**config.mk**
```make
export PLATFORM = sky130hd
export DESIGN_NAME = rotary_event_scheduler
export DESIGN_NICKNAME = d
export VERILOG_FILES = /design/src/rtl/rotary_event_scheduler.sv
export SDC_FILE = /design/constraint.sdc
export NUM_CORES = 1
export LEC_CHECK = 0
export ABC_AREA = 0
export ABC_CLOCK_PERIOD_IN_PS = 4320
export BUFFER_PORTS_ARGS = -buffer_cell sky130_fd_sc_hd__buf_2
export CORE_AREA = 2 2 64 96
export DETAILED_ROUTE_END_ITERATION = 6
export DIE_AREA = 0 0 66 98
export PLACE_DENSITY = 0.64
export RECOVER_POWER = 50
export SLEW_MARGIN = 40
export SYNTH_ARGS = -nofsm -noshare
export SYNTH_HDL_FRONTEND = slang
export SYNTH_SLANG_ARGS = --single-unit
```
**constraint.sdc**
```tcl
create_clock -name clk -period 4.32 [get_ports clk]
set_clock_uncertainty 0.2 [all_clocks]
set_input_delay 0.864 -clock clk [delete_from_list [all_inputs] [get_ports clk]]
set_output_delay 0.864 -clock clk [all_outputs]
set_load 0.05 [all_outputs]
```
**src/rtl/rotary_event_scheduler.sv**
```systemverilog
// Rotary-encoder event scheduler: detent events are queued in a small FIFO and
// applied one per time slot to an LED pattern whose meaning depends on the mode.
module rotary_event_scheduler #(
  parameter int STEP_CYCLES     = 4,
  parameter int DEBOUNCE_CYCLES = 8
) (
  input  logic       clk,
  input  logic       rst,
  input  logic       rotation_event,
  input  logic       rotation_direction,
  input  logic       ROT_CENTER,
  output logic [7:0] led,
  output logic [1:0] mode,
  output logic       overflow
);

  localparam int SLOT_W = $clog2(STEP_CYCLES);
  localparam int DB_W   = $clog2(DEBOUNCE_CYCLES + 1);

  typedef enum logic [1:0] {
    MODE_ROTATE = 2'd0,
    MODE_COUNT  = 2'd1,
    MODE_BAR    = 2'd2
  } mode_t;

  mode_t             mode_q, mode_d;
  logic              sync_1, sync_2;
  logic              db_level;
  logic [DB_W-1:0]   db_cnt;
  logic              advance_q;
  logic [SLOT_W-1:0] slot_cnt;
  logic [3:0]        fifo_dir;
  logic [1:0]        wr_ptr, rd_ptr;
  logic [2:0]        fifo_count;
  logic [7:0]        led_q, led_d;
  logic [3:0]        bar_level, bar_level_d;
  logic              overflow_q;

  logic slot_edge, fifo_full, fifo_empty, push, pop, drop, push_ok, head_dir;

  function automatic logic [7:0] bar_pattern(input logic [3:0] lvl);
    logic [8:0] t;
    t = (9'd1 << lvl) - 9'd1;
    return t[7:0];
  endfunction

  // A pending mode advance suppresses both enqueue and service in its cycle.
  assign slot_edge  = (slot_cnt == SLOT_W'(STEP_CYCLES - 1));
  assign fifo_full  = (fifo_count == 3'd4);
  assign fifo_empty = (fifo_count == 3'd0);
  assign push       = rotation_event && !advance_q;
  assign pop        = slot_edge && !fifo_empty && !advance_q;
  assign drop       = push && fifo_full && !pop;
  assign push_ok    = push && !drop;
  assign head_dir   = fifo_dir[rd_ptr];

  always_ff @(posedge clk) begin
    if (rst) begin
      sync_1    <= 1'b0;
      sync_2    <= 1'b0;
      db_level  <= 1'b0;
      db_cnt    <= '0;
      advance_q <= 1'b0;
    end else begin
      sync_1    <= ROT_CENTER;
      sync_2    <= sync_1;
      advance_q <= 1'b0;
      if (sync_2 != db_level) begin
        if (db_cnt == DB_W'(DEBOUNCE_CYCLES - 1)) begin
          db_level  <= sync_2;
          db_cnt    <= '0;
          advance_q <= sync_2;
        end else begin
          db_cnt <= db_cnt + DB_W'(1);
        end
      end else begin
        db_cnt <= '0;
      end
    end
  end

  always_ff @(posedge clk) begin
    if (rst) mode_q <= MODE_ROTATE;
    else     mode_q <= mode_d;
  end

  always_comb begin
    mode_d = mode_q;
    if (advance_q) begin
      case (mode_q)
        MODE_ROTATE: mode_d = MODE_COUNT;
        MODE_COUNT:  mode_d = MODE_BAR;
        default:     mode_d = MODE_ROTATE;
      endcase
    end
  end

  always_ff @(posedge clk) begin
    if (rst || advance_q) begin
      slot_cnt <= '0;
    end else if (slot_edge) begin
      slot_cnt <= '0;
    end else begin
      slot_cnt <= slot_cnt + SLOT_W'(1);
    end
  end

  // When full, a simultaneous pop frees the head slot that the push overwrites.
  always_ff @(posedge clk) begin
    if (rst || advance_q) begin
      wr_ptr     <= 2'd0;
      rd_ptr     <= 2'd0;
      fifo_count <= 3'd0;
    end else begin
      if (push_ok) begin
        fifo_dir[wr_ptr] <= rotation_direction;
        wr_ptr           <= wr_ptr + 2'd1;
      end
      if (pop) rd_ptr <= rd_ptr + 2'd1;
      case ({push_ok, pop})
        2'b10:   fifo_count <= fifo_count + 3'd1;
        2'b01:   fifo_count <= fifo_count - 3'd1;
        default: fifo_count <= fifo_count;
      endcase
    end
  end

  always_comb begin
    led_d       = led_q;
    bar_level_d = bar_level;
    if (advance_q) begin
      bar_level_d = 4'd0;
      led_d       = (mode_d == MODE_ROTATE) ? 8'h01 : 8'h00;
    end else if (pop) begin
      case (mode_q)
        MODE_ROTATE: led_d = head_dir ? {led_q[6:0], led_q[7]} : {led_q[0], led_q[7:1]};
        MODE_COUNT:  led_d = head_dir ? led_q + 8'd1 : led_q - 8'd1;
        MODE_BAR: begin
          if (head_dir && bar_level != 4'd8)       bar_level_d = bar_level + 4'd1;
          else if (!head_dir && bar_level != 4'd0) bar_level_d = bar_level - 4'd1;
          led_d = bar_pattern(bar_level_d);
        end
        default: led_d = led_q;
      endcase
    end
  end

  always_ff @(posedge clk) begin
    if (rst) begin
      led_q      <= 8'h01;
      bar_level  <= 4'd0;
      overflow_q <= 1'b0;
    end else begin
      led_q     <= led_d;
      bar_level <= bar_level_d;
      if (advance_q)  overflow_q <= 1'b0;
      else if (drop)  overflow_q <= 1'b1;
    end
  end

  assign led      = led_q;
  assign mode     = mode_q;
  assign overflow = overflow_q;

endmodule

```
==> results of run 1 <==
cells by family (layout without fill, tap and decap cells):
family / count (synthesis) / count (layout) / synth area share [%]
compound gates: 75 / 75 / 22.1
xor+xnor: 13 / 13 / 4.98
fa+ha+maj: 21 / 21 / 11.4
buf+inv: 33 / 45 / 5.45
flops: 36 / 36 / 31.2
mux: 10 / 10 / 4.73
simple gates: 99 / 99 / 20.0
final cells by class:
cell class / count / area [um^2] / share of cell area [%]
multi-input cells: 218 / 1550 / 58.5
flip-flops and latches: 36 / 761 / 28.8
well taps: 72 / 90.1 / 3.41
clock buffers: 7 / 86.3 / 3.27
inverters: 21 / 78.8 / 2.98
repair buffers: 16 / 73.8 / 2.79
clock inverters: 1 / 7.51 / 0.284
power by group through the flow:
stage                     combinational (mW)  clock, mW  sequential [mW]
after floorplan                       0.0812          0            0.369
after global placement                 0.102          0            0.367
after detailed placement               0.104          0            0.368
after CTS                              0.105      0.259            0.360
after global routing                   0.118      0.271            0.362
final                                  0.104      0.248            0.361
layer usage:
metal	up-vias	wire, um	share of wire [%]
li1	1052	-	-
met3	6	127	2.5
met1	935	2200	43
met5	-	0	0
met4	0	83	1.6
met2	29	2680	53
worst paths after layout:
kind                            cells after the start                   start  slack, ns                endpoint
worst max register to register                     10  rd_ptr[0]$_SDFFE_PP0P_       0.69     led[4]$_SDFFE_PP0P_
worst max-delay path                               10  rd_ptr[0]$_SDFFE_PP0P_       0.69     led[4]$_SDFFE_PP0P_
worst min-delay path                                1  slot_cnt[0]$_SDFF_PP0_       0.23  slot_cnt[0]$_SDFF_PP0_
worst min register to register                      1  slot_cnt[0]$_SDFF_PP0_       0.23  slot_cnt[0]$_SDFF_PP0_
worst reg2reg max path: stages (launching register included):
cell	delay (ns)
dfxtp_1	0.39
mux4_2	0.76
xnor2_2	0.24
and3_1	0.20
or2_1	0.26
or4b_1	0.48
ha_1	0.30
nor2b_1	0.16
a21o_1	0.17
o311ai_1	0.28
nand2_1	0.08
synth_stat cells, types with 3 or more instances:
cell,instances
xor2_1,5
ha_1,19
and3_1,7
nand3b_1,3
clkbuf_1,8
or3_1,6
a21oi_1,15
a21o_1,6
nand2_1,20
o221ai_1,3
nand3_1,4
xnor2_1,7
o21ai_0,9
nor2b_1,5
mux2i_1,7
a31oi_1,7
nor3_1,8
nor2_1,33
a211oi_1,8
dfxtp_1,32
o31ai_1,4
nor3b_1,3
edfxtp_1,4
o21ai_1,3
inv_1,21
sequential cells by signal, summed over array words and instances, names as in the netlist:
register,count
rd_ptr,2
fifo_dir,4
mode,2
db_cnt,4
wr_ptr,2
sync_1,1
advance_q,1
db_level,1
sync_2,1
overflow,1
fifo_count,3
slot_cnt,2
led,8
bar_level,4
==> impl_metrics.csv, run 1 <==
group,metric,value,unit
sta,setup_viol,0,
route,wl_per_cell,13.7,um
placement,hpwl,3.87,mm
layout,final_cell_area,2640,um^2
power,power.density,269,nW/um^2
setup_path,critical-path-top-delay-family,"simple AND/OR/NAND/NOR gates",
clock_network,cts_inserted_buffers,5,
setup_path,cp_cell_sequence,"mux4_2 -> xnor2_2 -> and3_1 -> or2_1 -> or4b_1 -> ha_1 -> nor2b_1 -> a21o_1 -> o311ai_1 -> nand2_1",
logic_synthesis,syn_area,2430,um^2
route,vias,2022,
sta,drv_slew,0,
setup_path,path_buf_inv,0,
sta,min_period,3.63,ns
sta,tns,0,ns
global_routing,use_met3,2.88,%
power,power.share.switching,27.1,%
global_routing,grt-busiest-layer,"met2",
floorplan,start_util,42.7,%
sta,fin_crit_sh,84.0,%
placement,dp.cells,363,
setup_path,crit_required,4.28,ns
global_routing,grt_max_degree,23,
clock_network,root_buffer,"clkbuf_8",
setup_path,slowest_stage,"mux4_2",
job,maxCapViolations,0,
layout,syn2layout_area_growth,8.58,%
logic_synthesis,syn_area_per_cell,8.48,um^2
power,total_power,0.712,mW
floorplan,die_w,66,um
logic_synthesis,synth-seq-cells,36,
power,ir_drop,0.195,mV
layout,layout.cells.non_filler,371,
layout,postLayoutCoreUtil,46.4,%
logic_synthesis,ys_seq_area_share,31.2,%
power,p_switching,0.193,mW
layout,n_fill_cell,609,
min_path,min_path_type,"register to register",
global_routing,grt_use_met2,29.2,%
logic_synthesis,synth-edff-count,4,
sta,setup_slack,0.693,ns
floorplan,core_area,5700,um^2
layout,layout_commonest_cell,"nor2_1",
setup_path,crit_path_end_kind,"register",
route,antenna_left,0,
route,viasPerCell,5.45,
setup_path,cpPeakStageDelay,0.76,ns
clock_network,cts_setup_buffers,0,
setup_path,crit_path_start_kind,"register",
global_routing,track_usage,16.8,%
clock_network,cts.clk_slew.worst_paths,0.07,ns
floorplan,die_area,6470,um^2
power,comb_power_share,14.6,%
placement,io_buffers,15,
clock_network,clockBufferDepth,2,
sta,slew_headroom,50.1,%
clock_network,cts_resized,0,
logic_synthesis,syn_inst,287,
logic_synthesis,ys_async_sr_fraction,0,%
global_routing,grt-ovfl-total,0,
clock_network,cts_hold_buf,0,
layout,drive_above_1_share,9.36,%
clock_network,htree_levels,2,
setup_path,critPathArrivalTime,3.59,ns
global_routing,grt_pass1_wl,8.71,mm
run_status,status,"finished clean",
clock_network,clock_latency,0.28,ns
route,drtPass1Iterations,4,
layout,nNetsFinal,324,
placement,gp_congestion,0.911,
route,first_iter_violations,82,
sta,hold_viol,0,
global_routing,grt_pass1_vias,1936,
logic_synthesis,yosys-top-cells-area,"dfxtp_1, ha_1, nor2_1, edfxtp_1, inv_1",
logic_synthesis,ys_types,55,
global_routing,use_met1,20.0,%
logic_synthesis,ys.warnings.count,0,
power,p_int,0.520,mW
sta,rsz0062_at_grt,"false",
logic_synthesis,synthFlopType,"dfxtp_1",
setup_path,worst-path-max-fanout,22,
route,drc,0,
logic_synthesis,synth_nets,313,
sta,tightest_slew,0.749,ns
power,clkPwrFrac,34.8,%
global_routing,antenna_found_initial,0,
clock_network,cts_sinks,36,
logic_synthesis,synth_top_cell_area_share,26.3,%
clock_network,cts_tree,"yes",
sta,fmax,276,MHz
placement,placed_cell_area,2550,um^2
layout,antennaDiodeCount,0,
floorplan,die_h,98,um
layout,most-common-layout-cells,"nor2_1, dfxtp_1, inv_1",
power,p_leak,1.04,nW
route,drt-total-wl,5.09,mm
logic_synthesis,synth_largest_area_cell,"dfxtp_1",
power,power_frac_seq,50.6,%
sta,whs,0.230,ns
placement,dp_slack,0.721,ns
setup_path,crit_type,"register to register",
floorplan,ios,16,
floorplan,row_count,34,
Power figures use the tool's default switching activity.
==> inputs of run 2 (changes only) <==
--- a/config.mk
+++ b/config.mk
@@ -6,12 +6,12 @@
 export NUM_CORES = 1
 export LEC_CHECK = 0
 export ABC_AREA = 0
-export ABC_CLOCK_PERIOD_IN_PS = 4320
+export ABC_CLOCK_PERIOD_IN_PS = 3300
 export BUFFER_PORTS_ARGS = -buffer_cell sky130_fd_sc_hd__buf_2
 export CORE_AREA = 2 2 64 96
 export DETAILED_ROUTE_END_ITERATION = 6
 export DIE_AREA = 0 0 66 98
-export PLACE_DENSITY = 0.64
+export PLACE_DENSITY = 0.66
 export RECOVER_POWER = 50
 export SLEW_MARGIN = 40
 export SYNTH_ARGS = -nofsm -noshare
==> constraint.sdc (replaced) <==
create_clock -name clk -period 3.3 [get_ports clk]
set_clock_uncertainty 0.2 [all_clocks]
set_input_delay 0.66 -clock clk [delete_from_list [all_inputs] [get_ports clk]]
set_output_delay 0.66 -clock clk [all_outputs]
set_load 0.05 [all_outputs]
==> impl_metrics.csv, run 2 (synthesis results as in run 1) <==
group,metric,value,unit
run_status,status,"finished clean",
global_routing,antenna_found_initial,0,
global_routing,track_usage,17.3,%
power,power.density,362,nW/um^2
sta,tightest_slew,0.766,ns
setup_path,crit_type,"register to register",
setup_path,cpPeakStageDelay,0.61,ns
route,drt-total-wl,5.25,mm
global_routing,grt-ovfl-total,0,
sta,fmax,314,MHz
clock_network,root_buffer,"clkbuf_8",
power,total_power,0.998,mW
layout,drive_above_1_share,13.6,%
power,p_switching,0.278,mW
sta,fin_crit_sh,96.6,%
clock_network,clockBufferDepth,2,
sta,drv_slew,0,
setup_path,timing.rr.end,"led[4]$_SDFFE_PP0P_",
global_routing,grt_pass1_wl,8.94,mm
floorplan,row_count,34,
sta,tns,0,ns
layout,layout_commonest_cell,"nor2_1",
power,ir_drop,0.276,mV
clock_network,cts_tree,"yes",
sta,hold_viol,0,
setup_path,cp_cell_sequence,"mux4_2 -> xnor2_2 -> and3_1 -> or2_1 -> or4b_4 -> ha_4 -> nor2b_1 -> a21o_1 -> o311ai_2 -> nand2_1",
clock_network,cts_sinks,36,
power,p_int,0.720,mW
setup_path,worst-path-max-fanout,7,
setup_path,r2r_start,"rd_ptr[0]$_SDFFE_PP0P_",
setup_path,timing.reg2reg.setup_slack,0.11,ns
route,wl_per_cell,13.8,um
min_path,min_path_type,"register to register",
placement,io_buffers,15,
route,drtPass1Iterations,4,
route,drc,0,
sta,min_period,3.19,ns
route,antenna_left,0,
clock_network,htree_levels,2,
layout,nNetsFinal,334,
global_routing,grt_max_degree,18,
layout,antennaDiodeCount,0,
placement,gp_congestion,0.867,
clock_network,cts.clk_slew.worst_paths,0.08,ns
job,maxCapViolations,0,
power,clkPwrFrac,37.5,%
route,first_iter_violations,51,
floorplan,die_area,6470,um^2
setup_path,crit_required,3.28,ns
clock_network,cts_setup_buffers,0,
power,comb_power_share,15.3,%
sta,setup_viol,0,
min_path,min-delay-start,"slot_cnt[0]$_SDFF_PP0_",
clock_network,cts_inserted_buffers,5,
clock_network,clock_latency,0.29,ns
floorplan,core_area,5700,um^2
global_routing,grt_pass1_vias,1913,
floorplan,start_util,42.7,%
min_path,hold_end,"slot_cnt[0]$_SDFF_PP0_",
setup_path,slowest_stage,"mux4_2",
layout,largest_register_ffs,8,
setup_path,crit_path_end_kind,"register",
power,p_leak,1.09,nW
floorplan,die_h,98,um
power,power.share.switching,27.9,%
floorplan,ios,16,
power,power_frac_seq,47.2,%
setup_path,critPathArrivalTime,3.17,ns
placement,hpwl,3.92,mm
route,viasPerCell,5.44,
sta,slew_headroom,48.9,%
layout,most-common-layout-cells,"nor2_1, dfxtp_1, inv_1",
route,vias,2072,
layout,syn2layout_area_growth,13.3,%
floorplan,die_w,66,um
setup_path,reg2regPathDepth,10,
min_path,hold_depth,1,
setup_path,crit_path_start_kind,"register",
run 2: routing by layer:
| metal | part of all wire, % | routed length [um] | up-vias | global-route usage (%) |
|---|---|---|---|---|
| li1 | - | - | 1065 | - |
| met1 | 44 | 2300 | 987 | 20.7 |
| met2 | 53 | 2790 | 16 | 31.1 |
| met3 | 2.0 | 106 | 4 | 2.65 |
| met4 | 0.86 | 45 | 0 | 5.49 |
| met5 | 0 | 0 | - | 0 |
run 2: final cells by class:
cell class / instances / area (um^2)
inverters: 21 / 78.8
multi-input cells: 218 / 1570
clock buffers: 6 / 93.8
flip-flops and latches: 36 / 762
clock inverters: 2 / 15.0
well taps: 72 / 90.1
repair buffers: 26 / 148
fillers: 581 / 2940
run 2: worst max path at each step:
stage / start / end / slack, ns
CTS: rd_ptr[0]$_SDFFE_PP0P_ / led[4]$_SDFFE_PP0P_ / 0.07
global route: rd_ptr[0]$_SDFFE_PP0P_ / led[4]$_SDFFE_PP0P_ / -0.01
global placement: rd_ptr[0]$_SDFFE_PP0P_ / led[4]$_SDFFE_PP0P_ / 0.08
detailed placement: rd_ptr[0]$_SDFFE_PP0P_ / led[4]$_SDFFE_PP0P_ / 0.02
floorplan: rd_ptr[0]$_SDFFE_PP0P_ / led[4]$_SDFFE_PP0P_ / 0.0004
finish: rd_ptr[0]$_SDFFE_PP0P_ / led[4]$_SDFFE_PP0P_ / 0.11
run 2: stage by stage:
step	instance area [um^2]	setup slack (ns)	util [%]	instances	hold slack, ns
final	2760	0.112	48.4	381	0.232
after global routing	2760	-0.0142	48.4	381	0.258
after CTS	2740	0.0716	48.1	381	0.237
after detailed placement	2630	0.0179	46.1	373	0.227
after global placement	2630	0.0829	46.1	373	0.218
after floorplan	2440	0.000413	-	287	0.208
run 2: what timing repair did:
action,in CTS,in global routing
endpoints found under the setup margin,1,1
hold buffers,0,0
resized for setup,1,3
run 2: critical path: cells and delay by family (launching register included):
family | cells | cell delay (ns)
AOI/OAI and AO/OA | 2 | 0.39
xor gates and xnor gates | 1 | 0.18
adders and majority gates | 1 | 0.20
DFF | 1 | 0.37
muxes | 1 | 0.61
and+or+nand+nor | 5 | 1.13
run 2: power by group through the flow:
stage / clock network [mW] / logic, mW / registers, mW
global route: 0.402 / 0.170 / 0.474
global placement: 0 / 0.143 / 0.480
finish: 0.374 / 0.152 / 0.471
detailed placement: 0 / 0.145 / 0.481
floorplan: 0 / 0.107 / 0.483
CTS: 0.384 / 0.147 / 0.471
